## config.mk

```make
export PLATFORM = sky130hd
export DESIGN_NAME = mem_port_arbiter_flat
export DESIGN_NICKNAME = d
export VERILOG_FILES = /design/src/rtl/mem_port_arbiter_if.sv /design/src/rtl/mem_port_arbiter.sv /design/src/flat_wrapper.sv
export SDC_FILE = /design/constraint.sdc
export NUM_CORES = 1
export LEC_CHECK = 0
export BUFFER_PORTS_ARGS = -buffer_cell sky130_fd_sc_hd__clkbuf_2
export CAP_MARGIN = 40
export CORE_MARGIN = 2
export CORE_UTILIZATION = 42
export DETAILED_ROUTE_END_ITERATION = 12
export HOLD_SLACK_MARGIN = 0.1
export PLACE_DENSITY = 0.81
export SLEW_MARGIN = 10
export SYNTH_ARGS = -nofsm -noshare
export SYNTH_HDL_FRONTEND = slang
export SYNTH_SLANG_ARGS = --single-unit
```

## constraint.sdc

```tcl
create_clock -name clk -period 1.6 [get_ports clk]
set_clock_uncertainty 0.05 [all_clocks]
set_input_delay 0.24 -clock clk [delete_from_list [all_inputs] [get_ports clk]]
set_output_delay 0.24 -clock clk [all_outputs]
set_load 0.01 [all_outputs]
```

## src/rtl/mem_port_arbiter_if.sv

```systemverilog
// mem_port_arbiter_if: fetch/load-store request bundle plus memory command bus for mem_port_arbiter.
// The slave modport is the arbiter's view; master is the requesters' and memory's view.
interface mem_port_arbiter_if #(
    parameter int ADDR_W = 16,
    parameter int DATA_W = 16
);
    logic              i_req;
    logic [ADDR_W-1:0] i_addr;
    logic              i_done;
    logic [DATA_W-1:0] i_rdata;
    logic              d_req;
    logic              d_wr;
    logic [ADDR_W-1:0] d_addr;
    logic [DATA_W-1:0] d_wdata;
    logic              d_done;
    logic [DATA_W-1:0] d_rdata;
    logic              mem_en;
    logic              mem_wr;
    logic [ADDR_W-1:0] mem_addr;
    logic [DATA_W-1:0] mem_wdata;
    logic [DATA_W-1:0] mem_rdata;
    logic              mem_valid;
    logic              busy;
    logic              err;

    modport slave (
        input  i_req, i_addr, d_req, d_wr, d_addr, d_wdata, mem_rdata, mem_valid,
        output i_done, i_rdata, d_done, d_rdata, mem_en, mem_wr, mem_addr, mem_wdata, busy, err
    );
    modport master (
        output i_req, i_addr, d_req, d_wr, d_addr, d_wdata, mem_rdata, mem_valid,
        input  i_done, i_rdata, d_done, d_rdata, mem_en, mem_wr, mem_addr, mem_wdata, busy, err
    );
endinterface

```

## src/rtl/mem_port_arbiter.sv

```systemverilog
// mem_port_arbiter: shares one memory port between fetch (I) and load/store (D), D first.
// Define ARB_STARVE_GUARD_EN to force an I grant after STARVE_MAX D grants made while I waits.
module mem_port_arbiter #(
    parameter int ADDR_W     = 16,
    parameter int DATA_W     = 16,
    parameter int TIMEOUT    = 15,
    parameter int STARVE_MAX = 4
) (
    input logic               clk,
    input logic               rst_n,
    mem_port_arbiter_if.slave bus
);
    typedef enum logic [1:0] {IDLE, CMD, WAIT} state_t;
    localparam int WAIT_W = $clog2(TIMEOUT + 1);

    if (TIMEOUT < 2 || STARVE_MAX < 1) begin : g_bad_param
        $error("mem_port_arbiter: TIMEOUT must be >= 2 and STARVE_MAX >= 1");
    end

    state_t            state_q, state_d;
    logic              own_d_q, own_d_d, wr_q, wr_d, err_q, err_d;
    logic              i_done_q, i_done_d, d_done_q, d_done_d;
    logic [ADDR_W-1:0] addr_q, addr_d;
    logic [DATA_W-1:0] wdata_q, wdata_d, i_rdata_q, i_rdata_d, d_rdata_q, d_rdata_d, rdata;
    logic [WAIT_W-1:0] wait_q, wait_d;
    logic              pick_d, grant, finish, force_i;

`ifdef ARB_STARVE_GUARD_EN
    localparam int STARVE_W = $clog2(STARVE_MAX + 1);
    logic [STARVE_W-1:0] starve_q, starve_d;
    assign force_i = (starve_q == STARVE_W'(STARVE_MAX)) && bus.i_req && bus.d_req;
`else
    assign force_i = 1'b0;
`endif

    always_comb begin
        state_d   = state_q;
        own_d_d   = own_d_q;
        wr_d      = wr_q;
        addr_d    = addr_q;
        wdata_d   = wdata_q;
        wait_d    = wait_q;
        err_d     = err_q;
        finish    = 1'b0;
        rdata     = '0;
        pick_d    = bus.d_req && !force_i;
        // No grant while a done pulse is out, so a requester still holding req is not re-served.
        grant     = (state_q == IDLE) && !i_done_q && !d_done_q && (bus.d_req || bus.i_req);
        case (state_q)
            IDLE: if (grant) begin
                state_d = CMD;
                own_d_d = pick_d;
                wr_d    = pick_d && bus.d_wr;
                addr_d  = pick_d ? bus.d_addr : bus.i_addr;
                wdata_d = (pick_d && bus.d_wr) ? bus.d_wdata : '0;
            end
            CMD: begin
                state_d = WAIT;
                wait_d  = '0;
            end
            WAIT: begin
                finish  = bus.mem_valid || (wait_q == WAIT_W'(TIMEOUT - 1));
                err_d   = err_q || (finish && !bus.mem_valid);
                rdata   = (bus.mem_valid && !wr_q) ? bus.mem_rdata : '0;
                wait_d  = (wait_q == WAIT_W'(TIMEOUT)) ? wait_q : wait_q + 1'b1;
                state_d = finish ? IDLE : WAIT;
            end
            default: state_d = IDLE;
        endcase
        i_done_d  = finish && !own_d_q;
        d_done_d  = finish && own_d_q;
        i_rdata_d = i_done_d ? rdata : i_rdata_q;
        d_rdata_d = d_done_d ? rdata : d_rdata_q;
`ifdef ARB_STARVE_GUARD_EN
        starve_d  = !grant ? starve_q :
                    !pick_d ? '0 :
                    (bus.i_req && starve_q != STARVE_W'(STARVE_MAX)) ? starve_q + 1'b1 : starve_q;
`endif
    end

    always_ff @(posedge clk or negedge rst_n) begin
        if (!rst_n) begin
            state_q   <= IDLE;
            own_d_q   <= 1'b0;
            wr_q      <= 1'b0;
            addr_q    <= '0;
            wdata_q   <= '0;
            wait_q    <= '0;
            err_q     <= 1'b0;
            i_done_q  <= 1'b0;
            d_done_q  <= 1'b0;
            i_rdata_q <= '0;
            d_rdata_q <= '0;
        end else begin
            state_q   <= state_d;
            own_d_q   <= own_d_d;
            wr_q      <= wr_d;
            addr_q    <= addr_d;
            wdata_q   <= wdata_d;
            wait_q    <= wait_d;
            err_q     <= err_d;
            i_done_q  <= i_done_d;
            d_done_q  <= d_done_d;
            i_rdata_q <= i_rdata_d;
            d_rdata_q <= d_rdata_d;
        end
    end

`ifdef ARB_STARVE_GUARD_EN
    always_ff @(posedge clk or negedge rst_n) begin
        if (!rst_n) starve_q <= '0;
        else starve_q <= starve_d;
    end
`endif

    assign bus.mem_en    = (state_q == CMD);
    assign bus.mem_wr    = (state_q == CMD) && wr_q;
    assign bus.mem_addr  = addr_q;
    assign bus.mem_wdata = wdata_q;
    assign bus.i_done    = i_done_q;
    assign bus.i_rdata   = i_rdata_q;
    assign bus.d_done    = d_done_q;
    assign bus.d_rdata   = d_rdata_q;
    assign bus.busy      = (state_q != IDLE);
    assign bus.err       = err_q;
endmodule
```

## src/flat_wrapper.sv

```systemverilog
// flat-port wrapper written by rule: the top's interface ports become plain ports
module mem_port_arbiter_flat 
#(
    parameter int ADDR_W     = 16,
    parameter int DATA_W     = 16,
    parameter int TIMEOUT    = 15,
    parameter int STARVE_MAX = 4
)
  (clk, rst_n, bus_i_req, bus_i_addr, bus_d_req, bus_d_wr, bus_d_addr, bus_d_wdata, bus_mem_rdata, bus_mem_valid, bus_i_done, bus_i_rdata, bus_d_done, bus_d_rdata, bus_mem_en, bus_mem_wr, bus_mem_addr, bus_mem_wdata, bus_busy, bus_err);
  mem_port_arbiter_if #(.ADDR_W(ADDR_W), .DATA_W(DATA_W)) bus_i ();
  input logic clk;
  input logic rst_n;
  input wire logic [$bits(bus_i.i_req)-1:0] bus_i_req;
  input wire logic [$bits(bus_i.i_addr)-1:0] bus_i_addr;
  input wire logic [$bits(bus_i.d_req)-1:0] bus_d_req;
  input wire logic [$bits(bus_i.d_wr)-1:0] bus_d_wr;
  input wire logic [$bits(bus_i.d_addr)-1:0] bus_d_addr;
  input wire logic [$bits(bus_i.d_wdata)-1:0] bus_d_wdata;
  input wire logic [$bits(bus_i.mem_rdata)-1:0] bus_mem_rdata;
  input wire logic [$bits(bus_i.mem_valid)-1:0] bus_mem_valid;
  output wire logic [$bits(bus_i.i_done)-1:0] bus_i_done;
  output wire logic [$bits(bus_i.i_rdata)-1:0] bus_i_rdata;
  output wire logic [$bits(bus_i.d_done)-1:0] bus_d_done;
  output wire logic [$bits(bus_i.d_rdata)-1:0] bus_d_rdata;
  output wire logic [$bits(bus_i.mem_en)-1:0] bus_mem_en;
  output wire logic [$bits(bus_i.mem_wr)-1:0] bus_mem_wr;
  output wire logic [$bits(bus_i.mem_addr)-1:0] bus_mem_addr;
  output wire logic [$bits(bus_i.mem_wdata)-1:0] bus_mem_wdata;
  output wire logic [$bits(bus_i.busy)-1:0] bus_busy;
  output wire logic [$bits(bus_i.err)-1:0] bus_err;
  assign bus_i.i_req = bus_i_req;
  assign bus_i.i_addr = bus_i_addr;
  assign bus_i.d_req = bus_d_req;
  assign bus_i.d_wr = bus_d_wr;
  assign bus_i.d_addr = bus_d_addr;
  assign bus_i.d_wdata = bus_d_wdata;
  assign bus_i.mem_rdata = bus_mem_rdata;
  assign bus_i.mem_valid = bus_mem_valid;
  assign bus_i_done = bus_i.i_done;
  assign bus_i_rdata = bus_i.i_rdata;
  assign bus_d_done = bus_i.d_done;
  assign bus_d_rdata = bus_i.d_rdata;
  assign bus_mem_en = bus_i.mem_en;
  assign bus_mem_wr = bus_i.mem_wr;
  assign bus_mem_addr = bus_i.mem_addr;
  assign bus_mem_wdata = bus_i.mem_wdata;
  assign bus_busy = bus_i.busy;
  assign bus_err = bus_i.err;
  mem_port_arbiter #(.ADDR_W(ADDR_W), .DATA_W(DATA_W), .TIMEOUT(TIMEOUT), .STARVE_MAX(STARVE_MAX)) u_core (.clk(clk), .rst_n(rst_n), .bus(bus_i));
endmodule
```

== Yosys cells after proc, flatten, opt, wreduce, memory -nomap -nowiden ==
Index checks and enable logic that the tools add are counted.

* Add/sub/neg operators: 1
* Equality and inequality tests: 6
* Reductions and logical operators: 22
* Multiplexer cells: 10

{| class="wikitable"
|+ Operators with widths
! kind !! number
|-
| $mux W16 || 4
|-
| $logic_and A1 B1 Y1 || 9
|-
| $eq A4 B4 Y1 const B || 2
|-
| $pmux W4 S2 || 1
|-
| $pmux W2 S3 || 1
|-
| $logic_not A1 Y1 || 5
|-
| $add A4 B1 Y4 const B || 1
|-
| $mux W2 || 2
|-
| $mux W4 || 1
|-
| $reduce_and A2 Y1 || 2
|-
| $reduce_bool A2 Y1 || 2
|-
| $logic_or A1 B1 Y1 || 3
|-
| $eq A2 B1 Y1 const B || 1
|-
| $eq A2 B2 Y1 const B || 1
|-
| $logic_not A2 Y1 || 1
|-
| $ne A2 B1 Y1 const B || 1
|-
| $ne A2 B2 Y1 const B || 1
|-
| $mux W1 || 1
|}

* Input port bits: 70
* Register bits: 75

== Longest topological paths before layout ==
Gate-level depths: netlist of the first run.

* Word-level depth: 6
* Mapped depth: 6
* Gate-level depth less buffers: 5

== Worst setup path after synthesis of the first run ==
Ideal clock, no wire load.

* Path type: flip-flop to flip-flop
* From: reg u_core.state_q[0]
* To: reg u_core.addr_q[10], in the netlist u_core.bus.mem_addr[10]
* Arrival time: 1.449 ns
* Stages on the path, launching flop included: 6
* Path slack: -0.024 ns
* Buffers on the path: 2
* Cell sequence: dfrtp_1 -> buf_4 -> nor4_4 -> o21ai_2 -> buf_6 -> mux2_4

* Cells in the longest elaborated chain, start to end: 5

{| class="wikitable"
|+ RTL lines
! what !! RTL line !! source
|-
| start, declared || mem_port_arbiter.sv:20 || <nowiki>state_t state_q, state_d;</nowiki>
|-
| start signal, assigned || mem_port_arbiter.sv:95 || <nowiki>state_q <= state_d;</nowiki>
|-
| $logic_not A2 Y1 * || mem_port_arbiter.sv:48, mem_port_arbiter.sv:49 ||
|-
| $logic_and A1 B1 Y1 (3 in series) || mem_port_arbiter.sv:48 || <nowiki>grant = (state_q == IDLE) && !i_done_q && !d_done_q && (bus.d_req || bus.i_req);</nowiki>
|-
| $reduce_and A2 Y1 (no source line) * || n/a ||
|-
| end signal, assigned || mem_port_arbiter.sv:98 || <nowiki>addr_q <= addr_d;</nowiki>
|-
| end, declared || mem_port_arbiter.sv:23 || <nowiki>logic [ADDR_W-1:0] addr_q, addr_d;</nowiki>
|}

Mark *: on every way between the ends. The rest lies on a longest branch, timed or not.
A chain may end at the register's enable or synchronous reset.

== Final worst setup path of the first run ==
* From: reg u_core.state_q[1]
* To: out bus_mem_wr

* Cells in the longest elaborated chain, start to end: 2

{| class="wikitable"
|+ RTL lines
! what !! RTL line !! source
|-
| $eq A2 B1 Y1 || mem_port_arbiter.sv:117 || <nowiki>assign bus.mem_wr = (state_q == CMD) && wr_q;</nowiki>
|-
| $logic_and A1 B1 Y1 || mem_port_arbiter.sv:117 ||
|-
| end, declared || flat_wrapper.sv:26 || <nowiki>output wire logic [$bits(bus_i.mem_wr)-1:0] bus_mem_wr;</nowiki>
|}

Every way passes these cells.

==> results.yml, run 1 <==
min_path:
  min_path_type: "input pin to flip-flop"
power_and_ir_drop:
  ir_drop_v: 0.000965
  p_leak_nw: 2.34
  power.total_mw: 8.24
  power_density_mw_per_mm2: 1810
timing:
  finalCriticalPeriod_ps: 1580
  slew_headroom: 0.736
  final.period_utilization: 0.985
  slew_viol_final: 0
  rsz0062_at_grt: "true"
  worstMarginPinSlew_ps: 396
  finalSetupViolCount: 0
  hold-worst-slack_ps: 113
  hold_viol: 0
  fmax_ghz: 0.634
  tns_ps: 0
global_routing:
  grt_util_all_layers: 0.194
  overflow: 0
  grt_pass1_vias: 2539
  grt_pass1_wl_um: 12500
  grt_max_degree: 33
  antenna_found_initial: 0
run:
  maxCapViolCount: 0
logic_synthesis:
  synth_largest_area_cell: "dfrtp_1"
  synth_common_cells: "dfrtp_1 (75), a32o_1 (32), mux2_2 (20)"
  synthSimpleGateAreaFrac: 0.0439
  async_flop_share: 1.00
  ys_seq_area_frac: 0.593
  yosys.cell_types.count: 34
  synth_warnings: 0
  synth.top_cell.area_share: 0.593
  synth_compound_area_frac: 0.176
  synthMuxAreaShare: 0.134
  syn_nets: 293
  netlist_instances: 221
  syn_avg_cell_area_um2: 14.3
  ys.flop_type: "dfrtp_1"
  synth.area.top_cells: "dfrtp_1 (59%), a32o_1 (10%), mux2_2 (7.1%)"
  synth.most_common_cell: "dfrtp_1"
  synth-adder-area-share: 0.00791
  synth_edf_count: 0
  syn-cell-area_mm2: 0.00317
  synthXorXnorAreaFrac: 0
  ys_seq_elements: 75
  synth_top_family_by_area: "compound AO/OA/AOI/OAI gates"
placed_design:
  place.port_buffers: 139
  gp_congestion: 0.723
  dp_hpwl_um: 5390
setup_path:
  required_ps: 1310
  worst_path_max_delay_cell: "dfrtp_1"
  cp_top_family: "flip-flops"
  worstPathArrival_ps: 1290
  crit_path_start_kind: "flip-flop"
  cp_num_buf_inv: 3
  end_kind: "output pin"
  max_stage_delay_ps: 390
  crit_chain: "buf_6, nand2b_4, inv_2, and2_1, buf_2"
  crit_fanout: 5
  path_class: "flip-flop to output pin"
drt:
  antenna_left: 0
  drt_wl_total_um: 7930
  viasPerCell: 5.15
  vias: 2567
  drt_iter0_drc: 54
  drc: 0
  drtPass1Iterations: 4
  wl_per_cell_um: 15.9
clock_network:
  clockRootBuffer: "clkbuf_8"
  path_clk_slew_ps: 70
  clkLatencyLatePin_ps: 340
  cts_tree: "yes"
  cts_buffer_depth: 2
  cts_buffers: 9
  clock_sinks: 75
  h-tree-depth: 3
layout:
  finalNetCount: 466
  syn_to_final_growth_pct: 43.7
  drive_gt1_frac: 0.534
  diodes: 0
die:
  core_area_mm2: 0.00729
  initial_core_util: 0.434
  ios: 140
  die_h_um: 90.8
  die_area_mm2: 0.00825
  die_x_um: 90.8
  num_rows: 31
run_status:
  status: "complete, no violations"
per-layer routing:
layer	part of all wire	global-route usage	routed length, um
met1	0.41	0.246	3240
met2	0.50	0.316	3990
met3	0.066	0.0484	522
met4	0.023	0.0846	183
met5	0	0	0
worst register-to-register path, delay by kind of cell (launching register included):
family / cells / cell delay, ps
buffers and inverters: 2 / 340
flip-flops: 1 / 410
multiplexers: 1 / 310
AO/OA/AOI/OAI: 1 / 70
AND/OR/NAND/NOR: 1 / 260
placed cells by master, fill, tap and decap left out, drive strengths merged:
cell,count
nor2,1
a32o,32
o21a,1
buf,21
mux2i,2
clkinv,2
ha,2
a41o,1
nor4,2
and3,1
nand3,1
and2,1
a22o,17
o22ai,1
o21ai,2
clkinvlp,2
nor3b,1
nand2,6
and3b,1
clkbuf,149
a21oi,3
a31o,1
dlygate4sd3,24
nor3,3
inv,7
or2,1
nor2b,1
a31oi,3
mux2,32
nand2b,2
dfrtp,75
a21o,1
power by group:
| group | leakage [nW] | switching (mW) | internal, mW |
|---|---|---|---|
| clock network | 0.0884 | 0.670 | 0.642 |
| logic | 1.30 | 1.70 | 1.96 |
| registers | 0.955 | 0.529 | 2.74 |
layout make-up:
class	instances	area, um^2
multi-input combinational	119	1170
clock inverter	4	25.0
clock buffer	12	155
timing repair buffer	182	1180
tap	99	124
fill	586	2740
inverter	7	26.3
sequential	75	1880
cells by family (layout without fill, tap and decap cells):
logic type      Yosys count  count (layout)
fa+ha+maj                 2               2
mux                      34              34
compound gates           62              62
simple gates             21              21
buf+inv                  27             205
flops                    75              75
sequential cells by signal (all words and copies together), names as in the netlist:
| register | flops |
|---|---|
| u_core.bus.i_rdata | 16 |
| u_core.own_d_q | 1 |
| u_core.state_q | 2 |
| u_core.bus.d_rdata | 16 |
| u_core.bus.mem_wdata | 16 |
| u_core.bus.err | 1 |
| u_core.wait_q | 4 |
| u_core.wr_q | 1 |
| u_core.bus.i_done | 1 |
| u_core.bus.mem_addr | 16 |
| u_core.bus.d_done | 1 |
repair_timing:
item / in CTS / in global routing
endpoints found under the setup margin: 15 / 5
buffers inserted: 5 / 0
hold buffers: 24 / 0
gates resized for setup: 5 / 1
pin swaps: 1 / 0
endpoints found under the hold margin: 54 / 0
per-stage QoR:
stage | util | cell area, um^2 | setup slack, ps | std cells
after floorplan | - | 3170 | -21.8 | 221
after global placement | 0.559 | 4070 | 54.4 | 453
after detailed placement | 0.559 | 4070 | -30.3 | 453
after CTS | 0.624 | 4550 | 0.364 | 498
after global routing | 0.624 | 4550 | -46.7 | 498
final | 0.624 | 4550 | 23.6 | 498
final timing paths:
check / from / endpoint / slack, ps / depth (start not counted)
max: u_core.state_q[1] / bus_mem_wr / 20 / 5
min: bus_mem_rdata[9] / u_core.bus.i_rdata[9] / 110 / 2
max reg2reg: u_core.bus.d_done / u_core.bus.mem_addr[3] / 30 / 5
min reg2reg: u_core.bus.err / u_core.bus.err / 430 / 1
max in group asynchronous: rst_n / u_core.bus.mem_addr[4] / 640 / 3
min in group asynchronous: rst_n / u_core.bus.d_rdata[2] / 310 / 2
(Power assumes the default switching activity.)
==> inputs of run 2 (changes only) <==
- BUFFER_PORTS_ARGS: -buffer_cell sky130_fd_sc_hd__clkbuf_2 -> not set
- CORE_UTILIZATION: 42 -> 56
- DONT_BUFFER_PORTS: not set -> 1
- PLACE_DENSITY: 0.81 -> 0.8
- REMOVE_ABC_BUFFERS: not set -> 1
- SLEW_MARGIN: 10 -> 20
==> results.yml, run 2 (synthesis results as in run 1) <==
layout:
  diodes: 0
  layout.cells.most_common: "dfrtp_1"
  finalNetCount: 339
  final_area_mm2: 0.00389
  regArea_mm2: 0.00188
  n_fill_cell: 386
  final_cell_mix: "dfrtp_1 (75), dlygate4sd3_1 (34), a32o_1 (32), mux2_2 (20), a22o_1 (17)"
  syn_to_final_growth_pct: 23.0
  multi_input_area_mm2: 0.00117
  drive_gt1_frac: 0.283
power_and_ir_drop:
  ir_drop_v: 0.000985
  p_leak_nw: 1.79
  power.total_mw: 7.48
  power_density_mw_per_mm2: 1920
die:
  die_h_um: 79.2
  die_x_um: 79.2
  num_rows: 27
  core_area_mm2: 0.00547
  initial_core_util: 0.578
  ios: 140
  die_area_mm2: 0.00627
setup_path:
  reg2reg_from: "u_core.bus.d_done"
  cp_top_family: "flip-flops"
  cp_num_buf_inv: 2
  crit_fanout: 6
  required_ps: 1310
  reg2reg_depth: 4
  max_stage_delay_ps: 430
  crit_chain: "buf_6, nand2b_4, inv_4, and2_4"
  rr_endpoint: "u_core.bus.mem_addr[7]"
  crit_path_start_kind: "flip-flop"
  end_kind: "output pin"
  path_class: "flip-flop to output pin"
  worst_path_max_delay_cell: "dfrtp_1"
  worstPathArrival_ps: 1280
  rrSetupSlack_ps: 30
min_path:
  min_path_type: "input pin to async pin"
timing:
  rsz0062_at_grt: "true"
  slew_viol_final: 0
  finalSetupViolCount: 0
  hold-worst-slack_ps: -460
  finalCriticalPeriod_ps: 1570
  fmax_ghz: 0.637
  slew_headroom: 0.785
  final.period_utilization: 0.982
  worstMarginPinSlew_ps: 322
  hold_viol: 75
drt:
  viasPerCell: 6.30
  vias: 2166
  drt_iter0_drc: 158
  antenna_left: 0
  drt_wl_total_um: 7180
  drtPass1Iterations: 4
  drc: 0
  wl_per_cell_um: 20.9
placed_design:
  gp_congestion: 0.741
  place.port_buffers: 0
  placed_area_mm2: 0.00332
  dp_hpwl_um: 4470
clock_network:
  path_clk_slew_ps: 80
  cts_hold_buf: 34
  clkLatencyLatePin_ps: 340
  cts_tree: "yes"
  cts_buffer_depth: 2
  clockRootBuffer: "clkbuf_8"
  clock_sinks: 75
  cts_buffers: 9
  h-tree-depth: 3
global_routing:
  grt_max_degree: 76
  grt_pass1_wl_um: 11200
  grt_util_all_layers: 0.237
  overflow: 0
  antenna_found_initial: 0
  grt_pass1_vias: 2205
run:
  maxCapViolCount: 0
run_status:
  status: "finished with violations"
  violations: "hold timing"
run 2: cell types whose count changed in the layout (fill, tap and decap cells not counted), sizes merged:
cell	previous run	this run
dlygate4sd3	24	34
clkbuf	149	12
run 2: what timing repair did:
item                                    4_1_cts  5_1_grt
resized for setup                             5        0
pin swaps                                     1        0
endpoints found under the setup margin        4       25
setup buffers                                 1        4
endpoints found under the hold margin       124       75
run 2: how the worst max path moves through the flow:
stage                           start                      end  slack, ps  cells after the start
floorplan                 u_core.wr_q    u_core.bus.d_rdata[0]       -260                      2
global placement    u_core.state_q[1]   u_core.bus.mem_addr[6]         50                      4
detailed placement  u_core.state_q[1]  u_core.bus.mem_addr[11]          4                      4
CTS                 u_core.state_q[1]               bus_mem_wr        0.3                      4
global route        u_core.bus.d_done  u_core.bus.mem_addr[11]        -60                      4
finish              u_core.state_q[1]               bus_mem_wr         30                      4
run 2: area by class of cell:
class	count	share of cell area
Timing Repair Buffer	55	0.142
Tap cell	72	0.0231
Clock buffer	12	0.0398
Clock inverter	4	0.00643
Multi-Input combinational cell	119	0.299
Sequential cell	75	0.482
Inverter	7	0.00739
run 2: through the flow:
step	setup TNS, ps	cells	utilization	setup WS (ps)
final	0	344	0.711	29.2
after global routing	-621	344	0.711	-59.8
after CTS	0	340	0.706	0.340
after detailed placement	0	289	0.607	3.92
after global placement	0	289	0.607	46.0
after floorplan	-14000	201	-	-256
run 2: power by group:
part	internal (mW)	switching, mW
Clock	0.643	0.672
Sequential	2.74	1.03
Combinational	1.41	0.986
Total	4.79	2.69
run 2: layer usage:
| metal | routed length [um] | up-vias | share of wire | track usage |
|---|---|---|---|---|
| met1 | 2790 | 1118 | 0.39 | 0.295 |
| met4 | 178 | 0 | 0.025 | 0.124 |
| met3 | 391 | 18 | 0.054 | 0.0670 |
| met2 | 3820 | 92 | 0.53 | 0.378 |
| li1 | - | 938 | - | - |
| met5 | 0 | - | 0 | 0 |
==> inputs of run 3 (changes only) <==
==> constraint.sdc (replaced) <==
create_clock -name clk -period 1.6 [get_ports clk]
set_clock_uncertainty 0.05 [all_clocks]
set_input_delay 0.16 -clock clk [delete_from_list [all_inputs] [get_ports clk]]
set_output_delay 0.16 -clock clk [all_outputs]
set_load 0.01 [all_outputs]
==> results.yml, run 3 (synthesis results as in run 1) <==
layout:
  syn_to_final_growth_pct: 32.8
  n_fill_cell: 338
  finalNetCount: 369
  final_area_mm2: 0.00420
  regArea_mm2: 0.00188
  drive_gt1_frac: 0.242
  final_cell_mix: "dfrtp_1 (75), dlygate4sd3_1 (68), a32o_1 (32), mux2_2 (20), a22o_1 (17)"
  layout.cells.most_common: "dfrtp_1"
  multi_input_area_mm2: 0.00117
placed_design:
  place_ws_ps: 3.92
  dp_hpwl_um: 4470
  place.port_buffers: 0
  placed_area_mm2: 0.00332
  gp_congestion: 0.741
run:
  maxCapViolCount: 0
clock_network:
  clock_sinks: 75
  cts_tree: "yes"
  h-tree-depth: 3
  clockRootBuffer: "clkbuf_8"
  cts_buffer_depth: 2
  cts_buffers: 9
  clkLatencyLatePin_ps: 340
  path_clk_slew_ps: 80
timing:
  hold_viol: 75
  finalCriticalPeriod_ps: 1630
  layout_setup_ws_ps: -32.9
  slew_viol_final: 0
  finalSetupViolCount: 4
  final.period_utilization: 1.02
  fmax_ghz: 0.612
  slew_headroom: 0.778
  hold-worst-slack_ps: -544
  worstMarginPinSlew_ps: 333
  rsz0062_at_grt: "true"
global_routing:
  overflow: 0
  grt_util_met2: 0.469
  grt_pass1_wl_um: 12700
  grtUsageMet3: 0.0682
  grt_util_all_layers: 0.271
  top_usage_layer: "met2"
  grt_pass1_vias: 2468
  antenna_found_initial: 1
  grt_max_degree: 76
  grtUsageMet1: 0.302
die:
  initial_core_util: 0.578
  die_area_mm2: 0.00627
  die_h_um: 79.2
  num_rows: 27
  die_x_um: 79.2
  ios: 140
  core_area_mm2: 0.00547
drt:
  drtPass1Iterations: 4
  viasPerCell: 6.23
  wl_per_cell_um: 22.3
  drt_iter0_drc: 174
  drt_wl_total_um: 8350
  drc: 0
  vias: 2335
  antenna_left: 0
setup_path:
  crit_start: "bus_i_addr[6]"
  path_class: "input pin to flip-flop"
  cp-endpoint: "u_core.bus.mem_addr[6]"
  reg2reg_from: "u_core.state_q[1]"
  rrSetupSlack_ps: 20
  crit_fanout: 1
  end_kind: "flip-flop"
  crit_path_start_kind: "input pin"
  required_ps: 1780
  worstPathArrival_ps: 1810
  rr_endpoint: "u_core.bus.mem_addr[6]"
  reg2reg_depth: 4
power_and_ir_drop:
  power.total_mw: 7.55
  power_density_mw_per_mm2: 1800
  p_leak_nw: 1.91
  ir_drop_v: 0.000989
run_status:
  violations: "hold timing, setup timing"
  status: "finished with violations"
min_path:
  min_path_type: "input pin to async pin"
-- run 3: worst min path at each step --
stage / startpoint / slack [ps] / endpoint
after floorplan: rst_n / -190 / u_core.bus.d_done
after global placement: rst_n / -180 / u_core.wait_q[1]
after detailed placement: rst_n / -180 / u_core.bus.err
after CTS: rst_n / -550 / u_core.bus.mem_addr[5]
after global routing: rst_n / -570 / u_core.bus.mem_addr[12]
final: rst_n / -540 / u_core.bus.mem_addr[13]
-- run 3: worst max-delay path, stage by stage --
cell           delay [ps]
dlygate4sd3_1         550
mux2_2                270
dlygate4sd3_1         560
mux2_4                280
-- run 3: layout make-up --
type,count,area share
diodes,1,0.000595
clock buffers,12,0.0369
clock inverters,4,0.00595
inverters,7,0.00625
multi-input cells,119,0.277
flip-flops and latches,75,0.446
well taps,72,0.0214
repair buffers,85,0.205
-- run 3: layer usage --
metal | part of all wire | vias up
met5 | 0 | -
met4 | 0.035 | 0
met2 | 0.56 | 117
met3 | 0.060 | 26
met1 | 0.35 | 1192
li1 | - | 1000
-- run 3: repair_timing --
item	4_1_cts	5_1_grt
gates cloned	0	0
endpoints found under the hold margin	145	80
gates resized for setup	3	1
setup endpoints to repair	4	33
buffers inserted	1	0
hold buffers	67	6
pin swaps	1	1
-- run 3: report_power, final --
part	switching [mW]	internal (mW)	leakage, nW
Sequential	1.05	2.74	0.955
Clock	0.682	0.643	0.0884
Combinational	1.02	1.42	0.866
-- run 3: metrics by stage --
stage / util / TNS [ps] / hold WS, ps / std cells
3_5_place_dp: 0.607 / 0 / -183 / 289
4_1_cts: 0.765 / 0 / -555 / 373
6_report: 0.768 / -66.9 / -544 / 375
3_3_place_gp: 0.607 / 0 / -184 / 289
5_1_grt: 0.768 / -430 / -568 / 375
2_1_floorplan: - / -13860 / -186 / 201
